==> config.mk <==
export PLATFORM = sky130hd
export DESIGN_NAME = decomp_path_sched
export DESIGN_NICKNAME = d
export VERILOG_FILES = /design/src/rtl/decomp_pkg.sv /design/src/rtl/axis_tag_stage.sv /design/src/rtl/decomp_path_sched.sv
export SDC_FILE = /design/constraint.sdc
export NUM_CORES = 1
export LEC_CHECK = 0
export ABC_AREA = 1
export CAP_MARGIN = 10
export CORE_AREA = 5 5 341 343
export DETAILED_ROUTE_END_ITERATION = 7
export DIE_AREA = 0 0 346 348
export REMOVE_ABC_BUFFERS = 1
export SETUP_SLACK_MARGIN = 0.3
export SYNTH_ARGS = -nofsm -noshare
export SYNTH_HDL_FRONTEND = slang
export SYNTH_SLANG_ARGS = --single-unit
==> constraint.sdc <==
create_clock -name aclk -period 1.49 [get_ports aclk]
set_input_delay 0.3725 -clock aclk [delete_from_list [all_inputs] [get_ports aclk]]
set_output_delay 0.3725 -clock aclk [all_outputs]
set_load 0.005 [all_outputs]
==> src/rtl/decomp_pkg.sv <==
// Shared definitions for the decompression path scheduler: FSM state
// encoding, path tag encoding and the default compressed-packet signature.
package decomp_pkg;

  typedef enum logic [1:0] {
    ST_IDLE = 2'd0,
    ST_BYP  = 2'd1,
    ST_DEC  = 2'd2
  } sched_state_t;

  localparam logic PATH_BYP = 1'b0;
  localparam logic PATH_DEC = 1'b1;

  localparam logic [31:0] DEFAULT_MAGIC = 32'h5A44_4331;

endpackage

==> src/rtl/axis_tag_stage.sv <==
// Single-entry AXI-stream register stage carrying data, keep, last and a
// one-bit path tag. Accepts a new beat whenever it is empty or its current
// beat is leaving in the same cycle, so it sustains one beat per cycle.
module axis_tag_stage #(
  parameter int DATA_W = 256,
  parameter int KEEP_W = DATA_W / 8
) (
  input  logic              aclk,
  input  logic              aresetn,
  input  logic [DATA_W-1:0] in_data,
  input  logic [KEEP_W-1:0] in_keep,
  input  logic              in_last,
  input  logic              in_tag,
  input  logic              in_valid,
  output logic              in_ready,
  output logic [DATA_W-1:0] out_data,
  output logic [KEEP_W-1:0] out_keep,
  output logic              out_last,
  output logic              out_tag,
  output logic              out_valid,
  input  logic              out_ready
);

  assign in_ready = !out_valid || out_ready;

  // Load a new beat when there is room, otherwise drain or hold the current one.
  always_ff @(posedge aclk or negedge aresetn) begin
    if (!aresetn) begin
      out_data  <= '0;
      out_keep  <= '0;
      out_last  <= 1'b0;
      out_tag   <= 1'b0;
      out_valid <= 1'b0;
    end else if (in_valid && in_ready) begin
      out_data  <= in_data;
      out_keep  <= in_keep;
      out_last  <= in_last;
      out_tag   <= in_tag;
      out_valid <= 1'b1;
    end else if (out_ready) begin
      out_valid <= 1'b0;
    end
  end

endmodule

==> src/rtl/decomp_path_sched.sv <==
// Routes each packet of the upstream stream either to the decompression
// frontend or to the DMA bypass, based on a signature in the first beat.
// The route is latched for the whole packet. A single tagged output stage
// feeds both egresses, so only one egress valid can ever be asserted and a
// new packet to the other path waits until the previous last beat is sent.
// Optional per-path packet counters are built when
// DECOMP_PATH_SCHED_STATS_EN is defined.
module decomp_path_sched
  import decomp_pkg::*;
#(
  parameter int          DATA_W = 256,
  parameter int          KEEP_W = DATA_W / 8,
  parameter logic [31:0] MAGIC  = DEFAULT_MAGIC
) (
  input  logic              aclk,
  input  logic              aresetn,
  input  logic [DATA_W-1:0] s_tdata,
  input  logic [KEEP_W-1:0] s_tkeep,
  input  logic              s_tvalid,
  input  logic              s_tlast,
  output logic              s_tready,
  output logic [DATA_W-1:0] byp_tdata,
  output logic [KEEP_W-1:0] byp_tkeep,
  output logic              byp_tvalid,
  output logic              byp_tlast,
  input  logic              byp_tready,
  output logic [DATA_W-1:0] dec_tdata,
  output logic [KEEP_W-1:0] dec_tkeep,
  output logic              dec_tvalid,
  output logic              dec_tlast,
  input  logic              dec_tready,
  input  logic              force_bypass,
  output logic              cur_path,
  output logic              busy
`ifdef DECOMP_PATH_SCHED_STATS_EN
  ,
  output logic [31:0]       pkt_cnt_byp,
  output logic [31:0]       pkt_cnt_dec
`endif
);

  sched_state_t state_q, state_d;

  logic              accept;
  logic              first_is_dec;
  logic              in_tag;
  logic              cur_path_q;
  logic [DATA_W-1:0] stage_data;
  logic [KEEP_W-1:0] stage_keep;
  logic              stage_last;
  logic              stage_tag;
  logic              stage_valid;
  logic              tagged_ready;

  assign accept       = s_tvalid && s_tready;
  assign first_is_dec = (s_tdata[31:0] == MAGIC) && (s_tkeep[3:0] == 4'hF) && !force_bypass;
  assign tagged_ready = (stage_tag == PATH_DEC) ? dec_tready : byp_tready;

  // Packet state register.
  always_ff @(posedge aclk or negedge aresetn) begin
    if (!aresetn) state_q <= ST_IDLE;
    else          state_q <= state_d;
  end

  // Classify first beats, keep the latched route for the rest of the packet.
  always_comb begin
    state_d = state_q;
    in_tag  = PATH_BYP;
    case (state_q)
      ST_IDLE: begin
        in_tag = first_is_dec ? PATH_DEC : PATH_BYP;
        if (accept && !s_tlast) state_d = first_is_dec ? ST_DEC : ST_BYP;
      end
      ST_BYP: begin
        in_tag = PATH_BYP;
        if (accept && s_tlast) state_d = ST_IDLE;
      end
      ST_DEC: begin
        in_tag = PATH_DEC;
        if (accept && s_tlast) state_d = ST_IDLE;
      end
      default: state_d = ST_IDLE;
    endcase
  end

  // Remember the route chosen for the most recent packet.
  always_ff @(posedge aclk or negedge aresetn) begin
    if (!aresetn)                         cur_path_q <= PATH_BYP;
    else if (accept && state_q == ST_IDLE) cur_path_q <= in_tag;
  end

  axis_tag_stage #(
    .DATA_W(DATA_W),
    .KEEP_W(KEEP_W)
  ) u_stage (
    .aclk     (aclk),
    .aresetn  (aresetn),
    .in_data  (s_tdata),
    .in_keep  (s_tkeep),
    .in_last  (s_tlast),
    .in_tag   (in_tag),
    .in_valid (s_tvalid),
    .in_ready (s_tready),
    .out_data (stage_data),
    .out_keep (stage_keep),
    .out_last (stage_last),
    .out_tag  (stage_tag),
    .out_valid(stage_valid),
    .out_ready(tagged_ready)
  );

  assign byp_tdata  = stage_data;
  assign byp_tkeep  = stage_keep;
  assign byp_tlast  = stage_last;
  assign byp_tvalid = stage_valid && (stage_tag == PATH_BYP);
  assign dec_tdata  = stage_data;
  assign dec_tkeep  = stage_keep;
  assign dec_tlast  = stage_last;
  assign dec_tvalid = stage_valid && (stage_tag == PATH_DEC);

  assign cur_path = cur_path_q;
  assign busy     = (state_q != ST_IDLE) || stage_valid;

`ifdef DECOMP_PATH_SCHED_STATS_EN
  logic sent_last;
  assign sent_last = stage_valid && tagged_ready && stage_last;

  // Count packets whose last beat has left on each path.
  always_ff @(posedge aclk or negedge aresetn) begin
    if (!aresetn) begin
      pkt_cnt_byp <= '0;
      pkt_cnt_dec <= '0;
    end else if (sent_last) begin
      if (stage_tag == PATH_DEC) pkt_cnt_dec <= pkt_cnt_dec + 32'd1;
      else                       pkt_cnt_byp <= pkt_cnt_byp + 32'd1;
    end
  end
`endif

endmodule

==> results list <==
* Setup repair after global routing missed its margin: yes
- Data on the critical path is required at its endpoint by 1.93 ns.
* Clock power share: 26.4%
* Max-capacitance violation count: 0
* Clock transition at path regs: 0.06 ns
- Maximum buffer depth of the clock tree: 3
- Yosys warns: 0
- Core Region: 113000 µm²
- Number of design-rule violations left by the first detailed-router iteration: 1242
- Number of routed nets with antenna violations: 0
- Fmax achieved: 562 MHz
- Final layout net count: 3150
- Sorting the synthesized cells by area gives the leading types as dfrtp_1 (55%), nand2_1 (25%), buf_4 (17%), buf_2 (1.5%), inv_1 (0.36%).
- Synthesis instantiated 16 different standard cells from the library.
- Highest ir drop seen on vdd: 700 µV
- Via density per instance: 3.69
- Worst Setup End Kind: flip-flop
- Start-to-end type of the worst setup path: flip-flop to flip-flop
* DRT Pass-1 Iters: 6
- In the synthesized netlist, the cells that appear most often are nand2_1 (889), buf_4 (311), dfrtp_1 (294), buf_2 (40).
- The most critical setup path has its endpoint at u_stage.out_data[32].
- Detailed-placement wirelength estimate: 72300 µm
- For this design the static power due to leakage is 0.0161 µW.
- Endpoints failing hold: 0
- After detailed routing, the number of remaining DRC violations is 0.
* Fraction of layout instances using a drive strength above 1: 61.3%
* Number of sinks on the clock net: 294
* Overall die width: 346 µm
- Violations in the final reports: setup timing
- 878 I/O pins were placed.
- Yosys mapped a number of flops with a built-in enable equal to 0.
- Number of antenna violations at the first check in global routing: 43
- Number of global-route vias before repair: 15.9k
* Area growth from synthesis to layout: 135%
* PnR worst setup slack: -0.288 ns
* Internal: 23900 µW
- Number of buffers added by the clock tree synthesis step: 36
- The floorplan step defined a die boundary enclosing 120000 µm².
* Initial core utilization: 11.9%
- Setup violations remaining at the end of the flow were counted as 700.
- After floorplanning, the core was divided into 124 placement rows.
* Cells after Synth: 1580
- Most instantiated library cell after synthesis: nand2_1
* Worst clock skew on the final layout: 0.0113 ns
* Worst r2r path cells: 11
- In this run the tool buffered the top-level ports with 877 buffer cells.
- The total overflow left after global routing is 0.
- The most critical setup path has its startpoint at u_stage.out_tag.
- In this run the worst path has a maximum fanout of 8.
- Pin count of the biggest net entering global routing: 46
- Global placement routability congestion: 0.900
- TritonCTS built the clock tree.
- Nature of the critical path startpoint: flip-flop
- HP Class: primary input to flip-flop
* CTS Root Buffer Type: clkbuf_16
- Sum of routed wire length over all layers: 106000 µm
* Headroom to the max-slew limit: 60.9%
- The number of pins with negative max-slew slack in the final report is 0.
- Post-place setup slack: -0.513 ns
- Share of synthesized area occupied by flip-flops and latches: 54.7%
* Fraction of power spent switching nets: 31.6%
- Share of the cycle needed by the critical path after routing: 119%
- Worst-margin pin slew: 0.586 ns
- Worst flop-to-flop path startpoint: u_stage.out_tag
- Each instance of the synthesized netlist takes up on average 8.52 µm².
- Data arrival at the endpoint of the critical path: 2.22 ns
* Clock latency on the worst-skew pair: 0.56 ns
* Final min period: 1.78 ns
* Fraction of power consumed by sequential logic: 30.0%
- For this run, the leading register cell type out of synthesis is dfrtp_1.
* Aggregate negative setup slack: -95.60 ns
- Total power density per cell area: 1110 nW/µm²
- The H-tree was split into 2 levels.
- First-pass GRT wire length: 134000 µm
- Power dissipated by switching net loads: 11100 µW
- Post-DR wirelength/cell: 24.1 µm
- Across all layers, the routed design uses 16.2k vias.
- The cell area that synthesis handed to floorplanning was 13500 µm².
- In this run the biggest area consumer among cell types represents 54.7% of the synthesized area.
* Cell accounting for the most synthesized area: dfrtp_1
* R2r setup slk: -0.29 ns
- Worst r2r dst: u_stage.out_data[32]
- Total of flip-flops plus latches after synthesis: 294
* Post-synthesis async set-or-reset flop share: 100%
- Combinational share of power: 43.5%
- In this run the vertical extent of the chip is 348 µm.
* Outcome: finished with violations
- Total routing usage reported by global routing: 15.7%
## per-stage QoR
| step | cells | utilization (%) | power, µW | instance area [µm²] | hold slack [ns] |
|---|---|---|---|---|---|
| CTS | 4254 | 24.8 | 32800 | 28100 | 0.265 |
| detailed placement | 3731 | 20.0 | 19500 | 22700 | 0.376 |
| global route | 4394 | 27.9 | 36500 | 31600 | 0.302 |
| global placement | 3731 | 20.0 | 19500 | 22700 | 0.377 |
| floorplan | 1228 | - | 11900 | 10900 | 0.0769 |
| finish | 4404 | 27.9 | 35000 | 31600 | 0.343 |
## placed cells by master, fill, tap and decap left out, drive strengths merged, types with 2 or more instances in the layout
cell / count
buf: 1268
bufinv: 4
clkbuf: 76
clkdlybuf4s50: 293
clkinv: 6
dfrtp: 294
diode: 16
ha: 2
inv: 13
nand2: 890
nand3: 2
nor2: 13
nor3: 3
o21ai: 8
## how the worst min path moves through the flow
| stage | startpoint | end | slack, ns | depth (start not counted) |
|---|---|---|---|---|
| 6_report | s_tdata[183] | u_stage.out_data[183] | 0.34 | 3 |
| 5_1_grt | s_tdata[145] | u_stage.out_data[145] | 0.30 | 3 |
| 4_1_cts | s_tdata[145] | u_stage.out_data[145] | 0.26 | 3 |
| 3_5_place_dp | aresetn | u_stage.out_data[177] | 0.38 | 1 |
| 3_3_place_gp | aresetn | u_stage.out_data[177] | 0.38 | 1 |
| 2_1_floorplan | aresetn | cur_path | 0.08 | 0 |
## power by group through the flow
stage	registers [µW]	clock network, µW	logic, µW
after floorplan	10500	0	1400
after global placement	10900	0	8590
after detailed placement	10900	0	8610
after CTS	10300	9510	12900
after global routing	10600	9800	16000
final	10500	9240	15200
## per-layer routing
| layer | up-vias | global-route usage, % | part of all wire (%) |
|---|---|---|---|
| li1 | 7044 | - | - |
| met1 | 8085 | 21.8 | 44 |
| met2 | 923 | 25.5 | 46 |
| met3 | 177 | 3.50 | 6.9 |
| met4 | 4 | 2.82 | 2.4 |
| met5 | - | 0 | 0.022 |
## kinds of logic after synthesis
| family | Yosys count | synth area share [%] |
|---|---|---|
| AO/OA/AOI/OAI | 8 | 0.298 |
| adder cells (fa/ha/maj) | 2 | 0.186 |
| buffers and inverters | 366 | 19.3 |
| flip-flops | 294 | 54.7 |
| AND/OR/NAND/NOR | 910 | 25.6 |
## registers in the layout (all words and copies together), names as in the netlist
| name | flops |
|---|---|
| cur_path | 1 |
| state_q | 2 |
| u_stage.out_data | 256 |
| u_stage.out_keep | 32 |
| u_stage.out_last | 1 |
| u_stage.out_tag | 1 |
| u_stage.out_valid | 1 |
## critical path, cell delays in order, from the launching register on
cell	delay (ns)
dfrtp_2	0.45
inv_2	0.06
nand2_2	0.05
nand3_4	0.08
buf_6	0.13
nand2_8	0.10
buf_6	0.14
buf_12	0.14
buf_16	0.16
clkbuf_16	0.19
nand2_2	0.05
nand2_1	0.04
## layout make-up
| class | instances | area [µm²] |
|---|---|---|
| Multi-Input combinational cell | 920 | 4960 |
| Timing Repair Buffer | 1587 | 16000 |
| Sequential cell | 294 | 7440 |
| Tap cell | 1512 | 1890 |
| Inverter | 14 | 78.8 |
| Antenna cell | 16 | 40.0 |
| Fill cell | 11700 | 81600 |
| Clock buffer | 51 | 1030 |
| Clock inverter | 10 | 160 |
## repair_timing
item	in CTS	in global routing
setup endpoints to repair	877	877
resized for setup	3160	598
hold buffers	1	0
endpoints found under the hold margin	14	0
pin swaps	10	106
buffers inserted	452	108
cloned	9	26
No activity file was read; power rests on OpenSTA's default activity.
